===== src/rtl/com_fifo_out_path.sv =====
// Host COM receive path: 8N1 UART RX, length/CRC-8 framed packets into a
// byte FIFO, ACK/NAK on tx, and start/finish drain to the output stage.
module com_fifo_out_path #(
  parameter int CLKS_PER_BIT = 16,
  parameter int DEPTH        = 512,
  parameter int TIMEOUT_BITS = 40
) (
  input  logic       clk,
  input  logic       reset,
  input  logic       rx,
  output logic       tx,
  input  logic       rx_enable,
  input  logic       out_enable,
  input  logic       out_finish,
  output logic [7:0] out_data,
  output logic       out_start,
  output logic [7:0] crc,
  output logic [3:0] error,
  output logic       rx_finish,
  output logic       out_idle,
  output logic [9:0] fifo_count,
  output logic       fifo_empty,
  output logic       fifo_full
);
  localparam int AW   = (DEPTH > 1) ? $clog2(DEPTH) : 1;
  localparam int CW   = $clog2(CLKS_PER_BIT + 1);
  localparam int HALF = (CLKS_PER_BIT / 2 > 0) ? CLKS_PER_BIT / 2 : 1;
  localparam int TMO  = TIMEOUT_BITS * CLKS_PER_BIT;
  localparam int TW   = $clog2(TMO + 1);

  typedef enum logic [1:0] {R_IDLE, R_START, R_DATA, R_STOP} rx_st_t;
  typedef enum logic [2:0] {P_IDLE, P_PAYLOAD, P_CHECK, P_ACK, P_DONE} pk_st_t;
  typedef enum logic [1:0] {D_IDLE, D_READ, D_WAIT} dr_st_t;

  // CRC-8, poly 0x07, MSB first, one byte per call
  function automatic logic [7:0] crc8_byte(input logic [7:0] c, input logic [7:0] d);
    logic [7:0] x;
    x = c ^ d;
    for (int i = 0; i < 8; i++) x = x[7] ? ({x[6:0], 1'b0} ^ 8'h07) : {x[6:0], 1'b0};
    return x;
  endfunction

  logic          rx_s1_q, rx_s2_q, rx_s3_q;
  rx_st_t        rst_q;
  logic [CW-1:0] rcnt_q;
  logic [2:0]    rbit_q;
  logic [7:0]    rsh_q, rx_byte_q;
  logic          rx_vld_q, rx_ferr_q;
  pk_st_t        pst_q;
  logic [8:0]    len_q;
  logic [7:0]    crc_calc_q, crc_q;
  logic [3:0]    error_q;
  logic          rx_finish_q, wr_q, tx_q, ack_ld_q;
  logic [7:0]    wr_data_q;
  logic [8:0]    tx_sh_q;
  logic [3:0]    tx_bits_q;
  logic [CW-1:0] tcnt_q;
  logic [TW-1:0] tmo_q;
  logic [7:0]    mem [DEPTH];
  logic [AW-1:0] wptr_q, rptr_q;
  logic [9:0]    cnt_q;
  dr_st_t        dst_q;
  logic [7:0]    out_data_q;
  logic          out_start_q;

  logic fall, rx_sof, tmo_hit, rd, we, ovf;
  assign fall       = rx_s3_q & ~rx_s2_q;
  assign rx_sof     = (rst_q == R_IDLE) & fall;
  assign tmo_hit    = (tmo_q == TW'(TMO - 1));
  assign fifo_empty = (cnt_q == 10'd0);
  assign fifo_full  = (cnt_q == 10'(DEPTH));
  assign rd         = (dst_q == D_IDLE) & out_enable & ~fifo_empty;
  assign we         = wr_q & (~fifo_full | rd);
  assign ovf        = wr_q & fifo_full & ~rd;

  assign tx = tx_q;  assign out_data = out_data_q;  assign out_start = out_start_q;
  assign crc = crc_q;  assign error = error_q;  assign rx_finish = rx_finish_q;
  assign fifo_count = cnt_q;
  assign out_idle = (dst_q == D_IDLE) & fifo_empty;

  // 2-flop synchronizer plus one delay stage for falling-edge detection
  always_ff @(posedge clk or negedge reset)
    if (!reset) {rx_s1_q, rx_s2_q, rx_s3_q} <= 3'b111;
    else        {rx_s1_q, rx_s2_q, rx_s3_q} <= {rx, rx_s1_q, rx_s2_q};

  // UART byte receiver: edge start, mid-bit sampling, accept at mid-stop
  always_ff @(posedge clk or negedge reset)
    if (!reset) begin
      rst_q <= R_IDLE; rcnt_q <= '0; rbit_q <= '0; rsh_q <= '0;
      rx_byte_q <= '0; rx_vld_q <= 1'b0; rx_ferr_q <= 1'b0;
    end else begin
      rx_vld_q  <= 1'b0;
      rx_ferr_q <= 1'b0;
      case (rst_q)
        R_IDLE:  if (fall) begin rcnt_q <= '0; rst_q <= R_START; end
        R_START: if (rcnt_q == CW'(HALF - 1)) begin
                   rcnt_q <= '0; rbit_q <= '0;
                   rst_q  <= rx_s2_q ? R_IDLE : R_DATA;  // glitch: not a real start bit
                 end else rcnt_q <= rcnt_q + 1'b1;
        R_DATA:  if (rcnt_q == CW'(CLKS_PER_BIT - 1)) begin
                   rcnt_q <= '0;
                   rsh_q  <= {rx_s2_q, rsh_q[7:1]};
                   if (rbit_q == 3'd7) rst_q <= R_STOP;
                   rbit_q <= rbit_q + 1'b1;
                 end else rcnt_q <= rcnt_q + 1'b1;
        default: if (rcnt_q == CW'(CLKS_PER_BIT - 1)) begin
                   rcnt_q <= '0;
                   rst_q  <= R_IDLE;
                   if (rx_s2_q) begin rx_vld_q <= 1'b1; rx_byte_q <= rsh_q; end
                   else rx_ferr_q <= 1'b1;
                 end else rcnt_q <= rcnt_q + 1'b1;
      endcase
    end

  // Inter-byte timeout, restarted by each start bit while inside a packet
  always_ff @(posedge clk or negedge reset)
    if (!reset) tmo_q <= '0;
    else if (!(pst_q == P_PAYLOAD || pst_q == P_CHECK) || rx_sof || tmo_hit) tmo_q <= '0;
    else tmo_q <= tmo_q + 1'b1;

  // Packet FSM: length, payload into FIFO, CRC check, ACK/NAK transmit
  always_ff @(posedge clk or negedge reset)
    if (!reset) begin
      pst_q <= P_IDLE; len_q <= '0; crc_calc_q <= '0; crc_q <= '0; error_q <= '0;
      rx_finish_q <= 1'b0; wr_q <= 1'b0; wr_data_q <= '0; tx_q <= 1'b1; ack_ld_q <= 1'b0;
      tx_sh_q <= '1; tx_bits_q <= '0; tcnt_q <= '0;
    end else begin
      wr_q <= 1'b0;
      if (ovf) error_q[1] <= 1'b1;
      case (pst_q)
        P_IDLE:
          if (rx_enable && rx_vld_q) begin
            error_q <= '0; rx_finish_q <= 1'b0; crc_calc_q <= '0;
            len_q <= (rx_byte_q == 8'd0) ? 9'd256 : {1'b0, rx_byte_q};
            pst_q <= P_PAYLOAD;
          end else if (rx_enable && rx_ferr_q) begin
            error_q <= 4'b0001; rx_finish_q <= 1'b0; pst_q <= P_ACK; ack_ld_q <= 1'b1;
          end
        P_PAYLOAD, P_CHECK:
          if (rx_ferr_q) begin
            error_q[0] <= 1'b1; pst_q <= P_ACK; ack_ld_q <= 1'b1;
          end else if (tmo_hit) begin
            error_q[3] <= 1'b1; pst_q <= P_ACK; ack_ld_q <= 1'b1;
          end else if (rx_vld_q && pst_q == P_PAYLOAD) begin
            crc_calc_q <= crc8_byte(crc_calc_q, rx_byte_q);
            wr_q <= 1'b1; wr_data_q <= rx_byte_q;
            len_q <= len_q - 9'd1;
            if (len_q == 9'd1) pst_q <= P_CHECK;
          end else if (rx_vld_q) begin
            if (rx_byte_q != crc_calc_q) error_q[2] <= 1'b1;
            crc_q <= crc_calc_q; pst_q <= P_ACK; ack_ld_q <= 1'b1;
          end
        P_ACK:
          if (ack_ld_q) begin
            // start bit goes out now; shift reg holds data then stop
            ack_ld_q <= 1'b0; tx_q <= 1'b0; tcnt_q <= '0; tx_bits_q <= 4'd9;
            tx_sh_q <= {1'b1, (error_q == 4'd0) ? 8'h06 : 8'h15};
          end else if (tcnt_q == CW'(CLKS_PER_BIT - 1)) begin
            tcnt_q <= '0;
            if (tx_bits_q == 4'd0) begin pst_q <= P_DONE; rx_finish_q <= 1'b1; end
            else begin
              tx_q <= tx_sh_q[0]; tx_sh_q <= {1'b1, tx_sh_q[8:1]};
              tx_bits_q <= tx_bits_q - 4'd1;
            end
          end else tcnt_q <= tcnt_q + 1'b1;
        default:
          if (rx_sof || !rx_enable) pst_q <= P_IDLE;
      endcase
    end

  // FIFO storage (contents are don't-care once count is cleared)
  always_ff @(posedge clk)
    if (we) mem[wptr_q] <= wr_data_q;

  // FIFO pointers/occupancy and drain handshake FSM
  always_ff @(posedge clk or negedge reset)
    if (!reset) begin
      wptr_q <= '0; rptr_q <= '0; cnt_q <= '0;
      dst_q <= D_IDLE; out_data_q <= '0; out_start_q <= 1'b0;
    end else begin
      if (we) wptr_q <= wptr_q + 1'b1;
      if (rd) rptr_q <= rptr_q + 1'b1;
      cnt_q <= cnt_q + {9'd0, we} - {9'd0, rd};
      case (dst_q)
        D_IDLE: if (rd) begin out_data_q <= mem[rptr_q]; out_start_q <= 1'b1; dst_q <= D_READ; end
        D_READ: begin out_start_q <= 1'b0; dst_q <= D_WAIT; end
        default: if (out_finish) dst_q <= D_IDLE;
      endcase
    end
endmodule


===== config.mk =====
export PLATFORM = sky130hd
export DESIGN_NAME = com_fifo_out_path
export DESIGN_NICKNAME = d
export VERILOG_FILES = /design/src/rtl/com_fifo_out_path.sv
export SDC_FILE = /design/constraint.sdc
export NUM_CORES = 2
export LEC_CHECK = 0
export CELL_PAD_IN_SITES_DETAIL_PLACEMENT = 1
export CELL_PAD_IN_SITES_GLOBAL_PLACEMENT = 2
export CORE_ASPECT_RATIO = 1.5
export CORE_MARGIN = 8
export CORE_UTILIZATION = 50
export CTS_BUF_LIST = sky130_fd_sc_hd__clkbuf_16
export DETAILED_ROUTE_END_ITERATION = 16
export HOLD_SLACK_MARGIN = 0.1
export PLACE_DENSITY_LB_ADDON = 0.1
export SKIP_CTS_REPAIR_TIMING = 1
export SYNTH_ARGS = -nofsm -noshare
export SYNTH_HDL_FRONTEND = slang
export SYNTH_SLANG_ARGS = --single-unit

===== constraint.sdc =====
create_clock -name clk -period 8.42 [get_ports clk]
set_input_delay 1.684 -clock clk [delete_from_list [all_inputs] [get_ports clk]]
set_output_delay 1.684 -clock clk [all_outputs]
set_load 0.02 [all_outputs]

==> results.json <==
{
  "synth_area_um2": 167000,
  "row_count": 260,
  "ys_dominant_reg_cell": "edfxtp_1",
  "rsz0062_at_grt": "false",
  "finClkSkew_ps": 50.9,
  "die_height_um": 724,
  "synth_cells": 8253,
  "die_width_um": 488,
  "tns_ps": 0,
  "cts_buffers": 394,
  "drc_errors": 0,
  "register_area_um2": 127000,
  "arrival_ps": 6270,
  "p_per_area_nw_per_um2": 281,
  "worstPathRequired_ps": 8960,
  "grt_pass1_wl_um": 744000,
  "drt-pass1-iter-count": 6,
  "synth_area_leaders": "edfxtp_1 74%, mux4_2 11%, mux2i_1 2.4%",
  "synth_area_per_cell_um2": 20.3,
  "path_clk_slew_ps": 60,
  "final_common_cell": "edfxtp_1",
  "maxCapViolations": 0,
  "nFillCells": 28486,
  "area_delta_synth_final_pct": 10.7,
  "grt_max_degree": 159,
  "worstPathMaxFanout": 17,
  "setup_viol": 0,
  "p_switching_mw": 15.4,
  "maxSlewViolCount": 0,
  "cts_sinks": 4237,
  "seq_power_share_pct": 44.6,
  "power_mw": 52.0,
  "htreeDepth": 5,
  "hold_violations": 0,
  "hpwl_um": 336000,
  "dieArea_um2": 353000,
  "wl_per_cell_um": 40.8,
  "grt_pass1_vias": 89697,
  "synth_fp_nets": 8292,
  "leakagePower_nw": 66.5,
  "fin_nets": 8457,
  "via_per_inst": 6.51,
  "final_cell_mix": "4096 x edfxtp_1, 799 x mux4_2, 612 x nor2_1",
  "grt.total_usage_pct": 30.1,
  "layout_min_cycle_time_ps": 5730,
  "netlist.area_leader.share_pct": 73.6,
  "gp_congestion": 0.886,
  "clockBufferDepth": 4,
  "worst_setup_path_end_kind": "flop",
  "port_buffers": 41,
  "ys_ff_latch": 4237,
  "worst_slew_pin_slew_ps": 1420,
  "status": "finished clean",
  "antenna_left": 0,
  "maxClockFrequency_mhz": 175,
  "clkLatencyLatePin_ps": 930,
  "start_kind": "input port",
  "drt-total-wl_um": 538000,
  "yosysTopAreaCell": "edfxtp_1",
  "floorplan.initialDensity_pct": 50.1,
  "vdd_ir_drop_max_mv": 0.218,
  "yosysSeqAreaShare_pct": 75.7,
  "multiInputGateArea_um2": 37000,
  "final.period_utilization_pct": 68.0,
  "yosysWarnings": 0,
  "async_flop_share_pct": 3.33,
  "grt_overflow_total": 0,
  "clkPwrFrac_pct": 35.2,
  "clk_root_buffer_cell": "clkbuf_16",
  "core_um2": 333000,
  "switching_share_pct": 29.5,
  "drive_above_1_share_pct": 20.4,
  "yosysUniqueCellTypes": 99,
  "hold_path.class": "flop to flop",
  "path_class": "input port to flop",
  "drt_iter0_drc": 10014,
  "maxSlewHeadroom_pct": 4.05,
  "p_comb_share_pct": 20.2,
  "synth_edf_count": 4096,
  "cts_tree": "done",
  "p_int_mw": 36.7,
  "via_count": 85970,
  "io_pins": 42,
  "antenna_found_initial": 28
}
==> worst max-delay path, cell delays in order <==
cell             delay, ps
clkdlybuf4s50_1        460
nor3b_1                390
o31a_1                 230
buf_4                  250
o21ai_0                220
nor3b_1               1070
nand2_4                650
buf_4                  590
nor2_1                 680
==> cell type report <==
type	count	area share [%]
flip-flops and latches	4237	68.4
multi-input cells	3469	20.0
clock buffers	400	5.41
well taps	4454	3.01
clock inverters	314	1.62
repair buffers	278	1.42
inverters	38	0.0839
diodes	12	0.0162
==> cell usage after synthesis, drive strengths merged, types with 57 or more instances <==
cell    number
o221ai      67
nor2       618
o21ai      138
edfxtp    4096
a221oi     103
a22oi      125
dfrtp      129
o22ai       57
a21oi      190
nand2      263
clkbuf     188
mux4       869
mux2i      399
mux2        66
buf        317
==> routing by layer <==
metal	vias up	track usage (%)	wire [um]	part of all wire [%]
met5	-	0	71	0.013
met4	8	15.9	34700	6.5
met3	1008	4.91	38000	7.1
met2	4029	50.9	270000	50
met1	46569	37.5	196000	36
li1	34356	-	-	-
==> flip-flops by register name, summed over array words and instances, names as in the netlist, 5 cells and up <==
register    flops
crc             8
crc_calc_q      8
fifo_count     10
len_q           9
mem          4096
out_data        8
rcnt_q          5
rptr_q          9
rsh_q           8
rx_byte_q       8
tcnt_q          5
tmo_q          10
tx_sh_q         8
wptr_q          9
wr_data_q       8
==> kinds of logic (layout without fill, tap and decap cells) <==
kind of cell / after synthesis / after routing / share of synthesized area (%)
AO/OA/AOI/OAI: 912 / 912 / 3.84
XOR/XNOR: 53 / 53 / 0.278
adder cells (fa/ha/maj): 33 / 33 / 0.251
buffers and inverters: 547 / 1030 / 2.32
flip-flops: 4237 / 4237 / 75.7
multiplexers: 1334 / 1334 / 14.7
other: 0 / 12 / 0
AND/OR/NAND/NOR: 1137 / 1137 / 2.91
==> power by group through the flow <==
stage,clock network (mW),logic (mW),registers [mW]
6_report,18.3,10.5,23.2
5_1_grt,19.2,10.8,23.2
4_1_cts,18.5,10.5,23.2
3_5_place_dp,0,10.4,23.7
3_3_place_gp,0,10.3,23.7
2_1_floorplan,0,7.16,23.5
==> metrics by stage <==
stage | std cells | area [um^2] | util [%] | hold slack, ps | worst slack [ps]
3_3_place_gp | 12476 | 172000 | 51.6 | 367 | 1850
4_1_cts | 13190 | 185000 | 55.5 | 368 | 2770
3_5_place_dp | 12476 | 172000 | 51.6 | 352 | 1780
2_1_floorplan | 8253 | 167000 | - | 345 | 951
6_report | 13202 | 185000 | 55.5 | 369 | 2690
5_1_grt | 13197 | 185000 | 55.5 | 375 | 2520
==> worst paths after layout <==
check | from | end | slack, ps | cells past startpoint
min | rx_s1_q | rx_s2_q | 370 | 0
min in group asynchronous | reset | fifo_count[6] | 730 | 1
max in group asynchronous | reset | wr_data_q[7] | 6530 | 2
max reg2reg | rptr_q[0] | out_data[2] | 2850 | 8
max | out_enable | mem[59][7] | 2690 | 9
min reg2reg | rx_s1_q | rx_s2_q | 370 | 0
Power figures use the tool's default switching activity.
